<file path="src/rtl/alu_pkg.sv">
// Shared encodings for the RV32I execute stage: ALU opcodes, FSM states and widths.
// Used by alu_exec and alu_shifter (shift engine selected by ALU_EXEC_FAST_SHIFT_EN).
package alu_pkg;

    localparam int XLEN    = 32;
    localparam int SHAMT_W = 5;

    localparam logic [3:0] ALU_ADD  = 4'd0;
    localparam logic [3:0] ALU_SUB  = 4'd1;
    localparam logic [3:0] ALU_SLL  = 4'd2;
    localparam logic [3:0] ALU_SLT  = 4'd3;
    localparam logic [3:0] ALU_SLTU = 4'd4;
    localparam logic [3:0] ALU_XOR  = 4'd5;
    localparam logic [3:0] ALU_SRL  = 4'd6;
    localparam logic [3:0] ALU_SRA  = 4'd7;
    localparam logic [3:0] ALU_OR   = 4'd8;
    localparam logic [3:0] ALU_AND  = 4'd9;

    localparam logic [1:0] ST_IDLE  = 2'd0;
    localparam logic [1:0] ST_SHIFT = 2'd1;
    localparam logic [1:0] ST_DONE  = 2'd2;

    function automatic logic is_shift(input logic [3:0] op);
        return (op == ALU_SLL) || (op == ALU_SRL) || (op == ALU_SRA);
    endfunction

endpackage

</file>
<file path="src/rtl/alu_shifter.sv">
// Shift engine for alu_exec: 1 bit/cycle iterative shifter by default, or a
// single-cycle barrel shifter when ALU_EXEC_FAST_SHIFT_EN is defined.
module alu_shifter
    import alu_pkg::*;
(
    input  logic                clk,
    input  logic                rst_n,
    input  logic                load,
    input  logic [3:0]          op,
    input  logic [XLEN-1:0]     data_in,
    input  logic [SHAMT_W-1:0]  shamt_in,
    output logic [XLEN-1:0]     imm_out,
    output logic [XLEN-1:0]     step_out,
    output logic                last
);

`ifdef ALU_EXEC_FAST_SHIFT_EN

    logic [XLEN-1:0] barrel_s;
    logic            unused_s;

    assign unused_s = &{1'b0, clk, rst_n, load};

    // Full shift of the live operand in one cycle
    always_comb begin
        barrel_s = data_in;
        case (op)
            ALU_SLL: barrel_s = data_in << shamt_in;
            ALU_SRL: barrel_s = data_in >> shamt_in;
            ALU_SRA: barrel_s = $unsigned($signed(data_in) >>> shamt_in);
            default: barrel_s = data_in;
        endcase
    end

    assign imm_out  = barrel_s;
    assign step_out = barrel_s;
    assign last     = 1'b1;

`else

    logic [XLEN-1:0]    work_r;
    logic [SHAMT_W-1:0] cnt_r;
    logic [3:0]         op_r;
    logic [XLEN-1:0]    step_s;

    // One-bit shift of the working register; fill depends on captured opcode
    always_comb begin
        step_s = work_r;
        case (op_r)
            ALU_SLL: step_s = {work_r[XLEN-2:0], 1'b0};
            ALU_SRL: step_s = {1'b0, work_r[XLEN-1:1]};
            ALU_SRA: step_s = {work_r[XLEN-1], work_r[XLEN-1:1]};
            default: step_s = work_r;
        endcase
    end

    // Working register and remaining-shift counter
    always_ff @(posedge clk or negedge rst_n) begin
        if (!rst_n) begin
            work_r <= {XLEN{1'b0}};
            cnt_r  <= {SHAMT_W{1'b0}};
            op_r   <= 4'd0;
        end else if (load) begin
            work_r <= data_in;
            cnt_r  <= shamt_in;
            op_r   <= op;
        end else if (cnt_r != {SHAMT_W{1'b0}}) begin
            work_r <= step_s;
            cnt_r  <= cnt_r - 5'd1;
        end
    end

    // shamt==0 needs no shifting, so the immediate path is the operand itself
    assign imm_out  = data_in;
    assign step_out = step_s;
    assign last     = (cnt_r == 5'd1);

`endif

endmodule

</file>
<file path="src/rtl/alu_exec.sv">
// RV32I execute stage: registered ALU result and zero flag with valid/ready on both sides.
// Define ALU_EXEC_FAST_SHIFT_EN for single-cycle shifts; default build shifts 1 bit/cycle.
module alu_exec
    import alu_pkg::*;
(
    input  logic             clk,
    input  logic             rst_n,
    input  logic             in_valid,
    output logic             in_ready,
    input  logic [3:0]       alu_op,
    input  logic [XLEN-1:0]  op_a,
    input  logic [XLEN-1:0]  op_b,
    output logic             out_valid,
    input  logic             out_ready,
    output logic [XLEN-1:0]  result,
    output logic             zero,
    output logic             busy
);

    logic [1:0]      state_r;
    logic            out_valid_r;
    logic [XLEN-1:0] result_r;
    logic            zero_r;

    logic            go_shift_s;
    logic            shift_load_s;
    logic [XLEN-1:0] shift_imm_s;
    logic [XLEN-1:0] shift_step_s;
    logic            shift_last_s;
    logic [XLEN-1:0] alu_calc_s;
    logic            lt_s;
    logic            ltu_s;

`ifdef ALU_EXEC_FAST_SHIFT_EN
    assign go_shift_s = 1'b0;
`else
    assign go_shift_s = is_shift(alu_op) && (op_b[SHAMT_W-1:0] != 5'd0);
`endif

    assign in_ready     = (state_r == ST_IDLE);
    assign busy         = (state_r != ST_IDLE);
    assign shift_load_s = in_valid && in_ready && go_shift_s;
    assign lt_s         = $signed(op_a) < $signed(op_b);
    assign ltu_s        = op_a < op_b;

    alu_shifter u_shifter (
        .clk      (clk),
        .rst_n    (rst_n),
        .load     (shift_load_s),
        .op       (alu_op),
        .data_in  (op_a),
        .shamt_in (op_b[SHAMT_W-1:0]),
        .imm_out  (shift_imm_s),
        .step_out (shift_step_s),
        .last     (shift_last_s)
    );

    // Single-cycle result for every op that completes at accept time
    always_comb begin
        alu_calc_s = {XLEN{1'b0}};
        case (alu_op)
            ALU_ADD:                   alu_calc_s = op_a + op_b;
            ALU_SUB:                   alu_calc_s = op_a - op_b;
            ALU_SLL, ALU_SRL, ALU_SRA: alu_calc_s = shift_imm_s;
            ALU_SLT:                   alu_calc_s = {{(XLEN-1){1'b0}}, lt_s};
            ALU_SLTU:                  alu_calc_s = {{(XLEN-1){1'b0}}, ltu_s};
            ALU_XOR:                   alu_calc_s = op_a ^ op_b;
            ALU_OR:                    alu_calc_s = op_a | op_b;
            ALU_AND:                   alu_calc_s = op_a & op_b;
            default:                   alu_calc_s = {XLEN{1'b0}};
        endcase
    end

    // Control FSM and registered result/zero/out_valid
    always_ff @(posedge clk or negedge rst_n) begin
        if (!rst_n) begin
            state_r     <= ST_IDLE;
            out_valid_r <= 1'b0;
            result_r    <= {XLEN{1'b0}};
            zero_r      <= 1'b0;
        end else begin
            case (state_r)
                ST_IDLE: begin
                    if (in_valid) begin
                        if (go_shift_s) begin
                            state_r <= ST_SHIFT;
                        end else begin
                            result_r    <= alu_calc_s;
                            zero_r      <= (alu_calc_s == {XLEN{1'b0}});
                            out_valid_r <= 1'b1;
                            state_r     <= ST_DONE;
                        end
                    end
                end
                ST_SHIFT: begin
                    // Final step is taken straight into result, saving a cycle
                    if (shift_last_s) begin
                        result_r    <= shift_step_s;
                        zero_r      <= (shift_step_s == {XLEN{1'b0}});
                        out_valid_r <= 1'b1;
                        state_r     <= ST_DONE;
                    end
                end
                ST_DONE: begin
                    if (out_ready) begin
                        out_valid_r <= 1'b0;
                        state_r     <= ST_IDLE;
                    end
                end
                default: begin
                    out_valid_r <= 1'b0;
                    state_r     <= ST_IDLE;
                end
            endcase
        end
    end

    assign out_valid = out_valid_r;
    assign result    = result_r;
    assign zero      = zero_r;

endmodule

</file>
<file path="config.mk">
export PLATFORM = sky130hd
export DESIGN_NAME = alu_exec
export DESIGN_NICKNAME = d
export VERILOG_FILES = /design/src/rtl/alu_pkg.sv /design/src/rtl/alu_shifter.sv /design/src/rtl/alu_exec.sv
export SDC_FILE = /design/constraint.sdc
export NUM_CORES = 1
export LEC_CHECK = 0
export CORE_MARGIN = 4
export CORE_UTILIZATION = 35
export CTS_BUF_LIST = sky130_fd_sc_hd__clkbuf_4 sky130_fd_sc_hd__clkbuf_8
export CTS_CLUSTER_DIAMETER = 150
export DETAILED_ROUTE_END_ITERATION = 8
export DONT_BUFFER_PORTS = 1
export GPL_TIMING_DRIVEN = 0
export PLACE_DENSITY = 0.52
export SLEW_MARGIN = 20
export SYNTH_ARGS = -nofsm -noshare
export SYNTH_HDL_FRONTEND = slang
export SYNTH_HIERARCHICAL = 1
export SYNTH_SLANG_ARGS = --single-unit
</file>
<file path="constraint.sdc">
create_clock -name clk -period 3.45 [get_ports clk]
set_input_delay 1.035 -clock clk [delete_from_list [all_inputs] [get_ports clk]]
set_output_delay 1.035 -clock clk [all_outputs]
set_load 0.05 [all_outputs]
</file>
-- Yosys cells after proc, flatten, opt, wreduce, memory -nomap -nowiden
Index checks and enable logic that the tools add are counted.
- bits in registers: 77
- input port bits: 72
- output and inout bits: 36
- add/sub/neg operators: 3
- order comparisons: 2
- eq/ne operators: 19
- multiplexer cells: 24
- bitwise operators: 3
- reductions and logical operators: 18
- operator list (operator ; number):
    $pmux W32 S8 ; 1
    $mux W32 ; 5
    $pmux W32 S3 ; 1
    $logic_not A32 Y1 ; 2
    $lt A32 B32 Y1 ; 2
    $pmux W32 S2 ; 1
    $add A32 B32 Y32 ; 1
    $and A32 B32 Y32 ; 1
    $or A32 B32 Y32 ; 1
    $sub A32 B32 Y32 ; 1
    $xor A32 B32 Y32 ; 1
    $eq A4 B3 Y1 const B ; 6
    $eq A4 B2 Y1 const B ; 3
    $mux W5 ; 2
    $reduce_bool A5 Y1 ; 2
    $eq A4 B4 Y1 const B ; 2
    $mux W2 ; 4
    $ne A2 B2 Y1 const B ; 4
    $reduce_and A4 Y1 ; 2
    $mux W1 ; 7
    $pmux W2 S3 ; 1
    $reduce_bool A2 Y1 ; 3
    $eq A5 B1 Y1 const B ; 1
    $sub A5 B1 Y5 const B ; 1
    11 further kinds ; 14

-- Longest topological paths before layout
Gate-level depths: netlist of run 1.
- depth in word-level cells: 7
- gate-level depth with buffers: 15

-- By module
Netlist of run 1, hierarchy kept.
- modules (own cells, without submodules) (module ; times used ; cells an instance ; area each (µm²) ; seq. area each (µm²)):
    alu_exec ; 1 ; 1054 ; 7454.6 ; 900.9
    alu_shifter ; 1 ; 412 ; 3397.0 ; 1026.0

-- Worst setup path after synthesis of run 1
Ideal clock, no wire load.
- kind: input to register
- start point: in op_a[0]
- end point: reg zero_r, in the netlist zero
- setup time: 0.095 ns
- data arrival time: 4.115 ns
- data required time: 3.355 ns
- slack: -0.761 ns
- stages on the path: 15
- buffers on the path: 0
- cell sequence: ha_1 -> inv_1 -> fa_1 -> and2b_1 -> o21bai_4 -> a2111o_1 -> a2111oi_2 -> or3b_2 -> a31oi_1 -> a211o_1 -> a21oi_2 -> a21boi_1 -> nor3b_2 -> nand4_1 -> o31ai_1
- word-level cells in the longest chain between the ends: 6
- RTL lines (what ; RTL line ; source):
    start: declaration ; alu_exec.sv:11 ; input logic [XLEN-1:0] op_a,
    $sub A32 B32 Y32, or another cell as far along ; alu_exec.sv:63 ; ALU_SUB: alu_calc_s = op_a - op_b;
    $pmux W32 S8 (*) ; alu_exec.sv:61 ; case (alu_op)
    $logic_not A32 Y1 (*) ; alu_exec.sv:89 ; zero_r <= (alu_calc_s == {XLEN{1'b0}});
    $mux W1 (*) ; alu_exec.sv:85 ; if (go_shift_s) begin
    $mux W1 (*) ; alu_exec.sv:84 ; if (in_valid) begin
    $pmux W1 S2 (*) ; alu_exec.sv:82 ; case (state_r)
    end signal: assignment ; alu_exec.sv:89 ;
    end signal: assignment ; alu_exec.sv:99 ; zero_r <= (shift_step_s == {XLEN{1'b0}});
    end: declaration ; alu_exec.sv:23 ; logic zero_r;
Mark *: on every way between the ends. The rest lies on a longest branch, timed or not. The select of a mux whose other input is x is not followed.
A chain may end at the register's enable or synchronous reset.

-- Worst setup path in the final report of run 1
Same ends and word-level chain as after synthesis.

==> results of run 1 <==
state kept, by name, summed over array words and instances, names as in the netlist:
signal,cells
u_shifter/op_r,4
zero,1
out_valid,1
u_shifter/work_r,32
result,32
u_shifter/cnt_r,5
state_r,2
layout make-up:
class	count	area [µm²]
timing repair buffer	47	381.6
clock buffer	12	165.2
clock inverter	4	53.80
buffer	126	758.2
inverter	107	421.7
multi-input combinational	1147	8728
tap	396	495.5
fill	3183	17660
sequential	77	1927
cells by family after synthesis:
group	Yosys count
mux	17
simple gates	493
xor+xnor	6
fa+ha+maj	117
buf+inv	242
flops	77
compound gates	514
what timing repair did:
action | in CTS | in global routing
hold buffers | 0 | 0
setup buffers | 31 | 17
pin swaps | 30 | 33
setup endpoints to repair | 76 | 72
gates resized for setup | 139 | 82
through the flow:
step	setup WS [ns]	utilization [%]	std cells	hold slack (ns)
after detailed placement	-1.884	37.60	1864	0.5465
after CTS	-0.4931	40.81	1905	0.3220
after floorplan	-0.5081	-	1466	0.5189
after global routing	-0.6627	42.27	1916	0.3147
after global placement	-1.895	37.52	1862	0.5358
final	-0.5497	42.27	1916	0.3472
power groups by stage:
stage               Combinational, mW  Sequential (mW)  Clock [mW]
floorplan                        2.98             2.26           0
global placement                 3.98             2.42           0
detailed placement               4.01             2.42           0
CTS                              4.24             2.40       0.794
global route                     4.83             2.47       0.823
finish                           4.48             2.41       0.773
routing by layer:
layer / global-route usage [%] / vias up / routed length, µm / share of wire, %
li1: - / 5398 / - / -
met2: 41.15 / 571 / 20540 / 45
met5: 0 / - / 0 / 0
met3: 5.006 / 78 / 3881 / 8.4
met1: 36.24 / 5720 / 20060 / 44
met4: 8.607 / 0 / 1581 / 3.4
cell usage in the layout, fill, tap and decap left out, types with 15 or more instances in the layout:
cell      count
o21bai_1     29
nor2_1       95
o22ai_1      39
clkbuf_1     34
nor4_1       17
nor4b_1      24
inv_1       100
nor2b_1      83
nand2_1     109
a21oi_1     118
buf_4        79
clkbuf_2     16
nand2b_1     15
a21oi_2      25
o21ai_1      18
dfrtp_1      77
nor3_1       26
buf_2        22
a221o_1      15
nand3_1      22
o31ai_1      17
a21o_1       26
o21ai_0      58
nand3b_1     27
ha_1        108
worst max path at each step:
| stage | to | slack (ns) | cells past startpoint |
|---|---|---|---|
| floorplan | zero | -0.51 | 15 |
| global placement | u_shifter/work_r[9] | -1.89 | 12 |
| detailed placement | u_shifter/work_r[10] | -1.88 | 12 |
| CTS | result[30] | -0.49 | 15 |
| global route | zero | -0.66 | 15 |
| finish | zero | -0.55 | 16 |
worst max-delay path, stage by stage:
cell and delay [ns]:
inv_1 0.09, ha_2 0.24, fa_2 0.26, nor2_4 0.06
o311ai_4 0.42, buf_4 0.20, a21oi_1 0.06, a32oi_1 0.16
o21ai_0 0.25, nor4_1 0.40, and4_1 0.23, and3_1 0.18
nand4_1 0.14, nor3b_2 0.24, nand4_1 0.12, o31ai_1 0.20
==> flow_metrics.env, run 1 <==
export IMPL_grt_use_total_pct=26.20
export IMPL_reg2reg_slack_ns=-0.20
export IMPL_place_congestion=0.9660
export IMPL_coreArea_um2=30590
export IMPL_rows=64
export IMPL_grt_overflow_total=0
export IMPL_nets=1704
export IMPL_numCtsBuffers=9
export IMPL_crit_start="op_a[0]"
export IMPL_r2r_start="state_r[0]"
export IMPL_syn2layout_area_growth_pct=19.16
export IMPL_ant_nets=0
export IMPL_synth_top_cell_by_area="dfrtp_1"
export IMPL_pin_count=108
export IMPL_setup_viol=16
export IMPL_ir_drop_v=0.0002489
export IMPL_vias=11767
export IMPL_cts_root_buf="clkbuf_8"
export IMPL_drt_wirelength_per_cell_um=24.04
export IMPL_synth_seq_cells=77
export IMPL_worstSetupStartpointType="primary input"
export IMPL_htree_levels=3
export IMPL_die_x_um=184.1
export IMPL_status="finished with violations"
export IMPL_hpwl_um=36060
export IMPL_report_final_slew_viol_count=0
export IMPL_initial_core_util_pct=35.48
export IMPL_synth_compound_area_share_pct=32.04
export IMPL_cts_tree="built"
export IMPL_clock_power_share_pct=10.1
export IMPL_reg2reg_to="zero"
export IMPL_grt_start_max_net_pins=78
export IMPL_drt_pre_antenna_iters=5
export IMPL_clock_sinks=77
export IMPL_fin_skew_ns=0.01356
export IMPL_path_clk_slew_ns=0.09
export IMPL_worst_pin_slew_ns=0.8983
export IMPL_clock_path_buffers=2
export IMPL_syn_area_um2=10850
export IMPL_p_total_mw=7.665
export IMPL_die_h_um=184.1
export IMPL_grt_pass1_wl_um=69250
export IMPL_synth_warning_count=6
export IMPL_wl_um=46070
export IMPL_synthMuxAreaShare_pct=1.626
export IMPL_setup_tns_ns=-4.568
export IMPL_p_leak_nw=5.535
export IMPL_p_sw_share_pct=54.39
export IMPL_synth_xor_area_share_pct=0.4843
export IMPL_r2r_cells=12
export IMPL_grt_pass1_vias=11175
export IMPL_layout_drive_gt1_share_pct=20.46
export IMPL_pwr_share_seq_pct=31.5
export IMPL_synth_top_family_by_area="compound AO/OA/AOI/OAI gates"
export IMPL_portBuffers=0
export IMPL_synth_simple_area_share_pct=24.27
export IMPL_drcViolationCount=0
export IMPL_drt_iter0_drc=1383
export IMPL_synth_cell_types=85
export IMPL_synth_fa_ha_area_share_pct=13.63
export IMPL_rsz0062_at_grt="yes"
export IMPL_cap_violations=0
export IMPL_syn_avg_cell_area_um2=7.402
export IMPL_grt_antenna_before_repair=0
export IMPL_vias_per_cell=6.141
export IMPL_power_density_nw_per_um2=592.7
export IMPL_netlist_instances=1466
export IMPL_end_kind="flop"
export IMPL_critical_path_class="primary input to flop"
export IMPL_ys_async_sr_fraction_pct=100.0
export IMPL_ys_seq_area_share_pct=17.76
export IMPL_synth_edf_count=0
export IMPL_combPwrFrac_pct=58.5
export IMPL_netlist_top_cells_count="144 x a21oi_1, 115 x ha_1, 112 x nand2_1"
export IMPL_crit_fanout=4
export IMPL_syn_nets=1655
export IMPL_cp_arrival_ns=4.28
export IMPL_post_synth_top_area_fraction_pct=17.76
export IMPL_stdcell_area_um2=12930
export IMPL_synth_top_cells_by_area="dfrtp_1 18%, ha_1 13%, a21oi_1 6.6%, nor2b_1 4.8%, nand2_1 3.9%"
export IMPL_timing_slew_headroom_pct=40.12
export IMPL_insertion_delay_ns=0.37
export IMPL_finalHoldViolations=0
export IMPL_violations="negative setup slack"
export IMPL_p_sw_mw=4.169
export IMPL_placed_cell_area_um2=11500
export IMPL_p_int_mw=3.496
export IMPL_synth_top_flop_cell="dfrtp_1"
export IMPL_setup_slack_ns=-0.5497
export IMPL_post_route_period_util_pct=115.9
export IMPL_min_period_ns=4.000
export IMPL_timing_fmax_mhz=250.0
export IMPL_hold_class="primary input to async pin"
export IMPL_yosys_cell_count_top_type="a21oi_1"
export IMPL_cp_required_ns=3.73
export IMPL_dieArea_um2=33890
export IMPL_antenna_cells=0
(Power assumes the default switching activity.)
==> inputs of run 2 (changes only) <==
Settings changed: CAP_MARGIN from default to 20, CORE_UTILIZATION 35 to 40, PLACE_DENSITY 0.52 to 0.57, SKIP_LAST_GASP from default to 1.
==> flow_metrics.env, run 2 (synthesized netlist as in run 1, its figures left out) <==
export IMPL_clock_sinks=77
export IMPL_r2r_start="state_r[0]"
export IMPL_min_period_ns=3.988
export IMPL_antenna_cells=0
export IMPL_drt_pre_antenna_iters=5
export IMPL_place_congestion=0.9898
export IMPL_fin_skew_ns=0.01854
export IMPL_status="finished with violations"
export IMPL_worstSetupStartpointType="primary input"
export IMPL_coreArea_um2=26800
export IMPL_final_common_cell="a21oi_1"
export IMPL_stdcell_area_um2=12720
export IMPL_drcViolationCount=0
export IMPL_critical_path_class="primary input to flop"
export IMPL_ir_drop_v=0.0003279
export IMPL_power_density_nw_per_um2=600.7
export IMPL_dieArea_um2=29830
export IMPL_placed_cell_area_um2=11430
export IMPL_post_route_period_util_pct=115.6
export IMPL_cts_tree="built"
export IMPL_crit_start="op_a[1]"
export IMPL_clock_path_buffers=2
export IMPL_die_h_um=172.7
export IMPL_pin_count=108
export IMPL_finalHoldViolations=0
export IMPL_cp_arrival_ns=4.26
export IMPL_portBuffers=0
export IMPL_syn2layout_area_growth_pct=17.21
export IMPL_hpwl_um=35380
export IMPL_cts_root_buf="clkbuf_8"
export IMPL_drt_wirelength_per_cell_um=24.44
export IMPL_layout_drive_gt1_share_pct=19.83
export IMPL_numCtsBuffers=9
export IMPL_rsz0062_at_grt="yes"
export IMPL_drt_iter0_drc=1313
export IMPL_rows=60
export IMPL_violations="negative setup slack"
export IMPL_die_x_um=172.7
export IMPL_wl_um=45430
export IMPL_grt_antenna_before_repair=1
export IMPL_htree_levels=3
export IMPL_p_leak_nw=5.492
export IMPL_holdWs_ns=0.3391
export IMPL_setup_viol=16
export IMPL_mostFrequentLayoutCells="123 x a21oi_1, 112 x nand2_1, 105 x ha_1, 96 x inv_1, 96 x nor2_1"
export IMPL_report_final_slew_viol_count=0
export IMPL_setup_slack_ns=-0.5382
export IMPL_cap_violations=0
export IMPL_timing_slew_headroom_pct=49.02
export IMPL_insertion_delay_ns=0.38
export IMPL_vias_per_cell=6.328
export IMPL_grt_use_total_pct=28.80
export IMPL_grt_pass1_wl_um=68300
export IMPL_hold_class="primary input to async pin"
export IMPL_grt_start_max_net_pins=78
export IMPL_nets=1702
export IMPL_worst_pin_slew_ns=0.7647
export IMPL_grt_pass1_vias=11272
export IMPL_vias=11763
export IMPL_end_kind="flop"
export IMPL_post_place_ws_ns=-1.950
export IMPL_grt_overflow_total=0
export IMPL_initial_core_util_pct=40.49
export IMPL_path_clk_slew_ns=0.10
export IMPL_timing_fmax_mhz=250.7
export IMPL_ant_nets=0
export IMPL_crit_fanout=5
export IMPL_fin_util_pct=47.46
export IMPL_r2r_cells=12
export IMPL_cp_required_ns=3.72
## run 2: cell count changes in the layout (fill, tap and decap cells not counted), sizes merged
cell and delta:
bufinv +1, buf -3, clkinv +1, clkbuf -1
## run 2: final timing paths
path | end | slack, ns
max | result[24] | -0.54
min | state_r[1] | 0.34
max reg2reg | zero | -0.07
min reg2reg | u_shifter/cnt_r[4] | 0.58
max in group asynchronous | u_shifter/work_r[26] | 2.96
min in group clk | u_shifter/cnt_r[4] | 0.58
## run 2: cell type report
type,count,area [µm²]
fill,2698,14080
multi-input combinational,1147,8655
sequential,77,1927
buffer,128,763.2
tap,341,426.7
inverter,107,405.4
timing repair buffer,43,324.1
clock buffer,10,131.4
clock inverter,6,87.58
## run 2: metrics by stage
| stage | setup TNS (ns) | power [mW] | std cells |
|---|---|---|---|
| floorplan | -3.152 | 5.236 | 1466 |
| global placement | -107.02 | 6.400 | 1807 |
| detailed placement | -105.55 | 6.434 | 1809 |
| CTS | -3.708 | 7.422 | 1851 |
| global route | -5.954 | 8.065 | 1859 |
| finish | -4.614 | 7.641 | 1859 |
## run 2: repair_timing
item / 4_1_cts / 5_1_grt
endpoints found under the setup margin: 72 / 66
pin swaps: 33 / 25
buffers inserted: 31 / 10
hold buffers: 0 / 0
resized for setup: 130 / 63
## run 2: power by group
part           internal, mW  leakage, nW  switching, mW
sequential             1.33        0.953           1.07
combinational          1.74         4.44           2.70
clock                 0.414        0.102          0.380
## run 2: routing by layer
metal  global-route usage (%)  vias to the layer above  part of all wire, %
met5                        0                        -                0.029
met4                    10.28                        2                  3.8
met3                    4.329                      106                  7.7
met2                    45.65                      554                   45
met1                    40.05                     5713                   44
li1                         -                     5388                    -
## run 2: worst max-delay path, cell delays in order
cell and delay [ns]:
clkinvlp_4 0.09, fa_2 0.39, and2b_2 0.26, o21bai_4 0.09, a2111o_1 0.46, a2111oi_4 0.40
or3b_4 0.23, buf_4 0.11, a311oi_2 0.11, a2111oi_2 0.39, a21oi_1 0.09, nor2_2 0.20
buf_4 0.15, a211oi_2 0.06, a21o_1 0.18
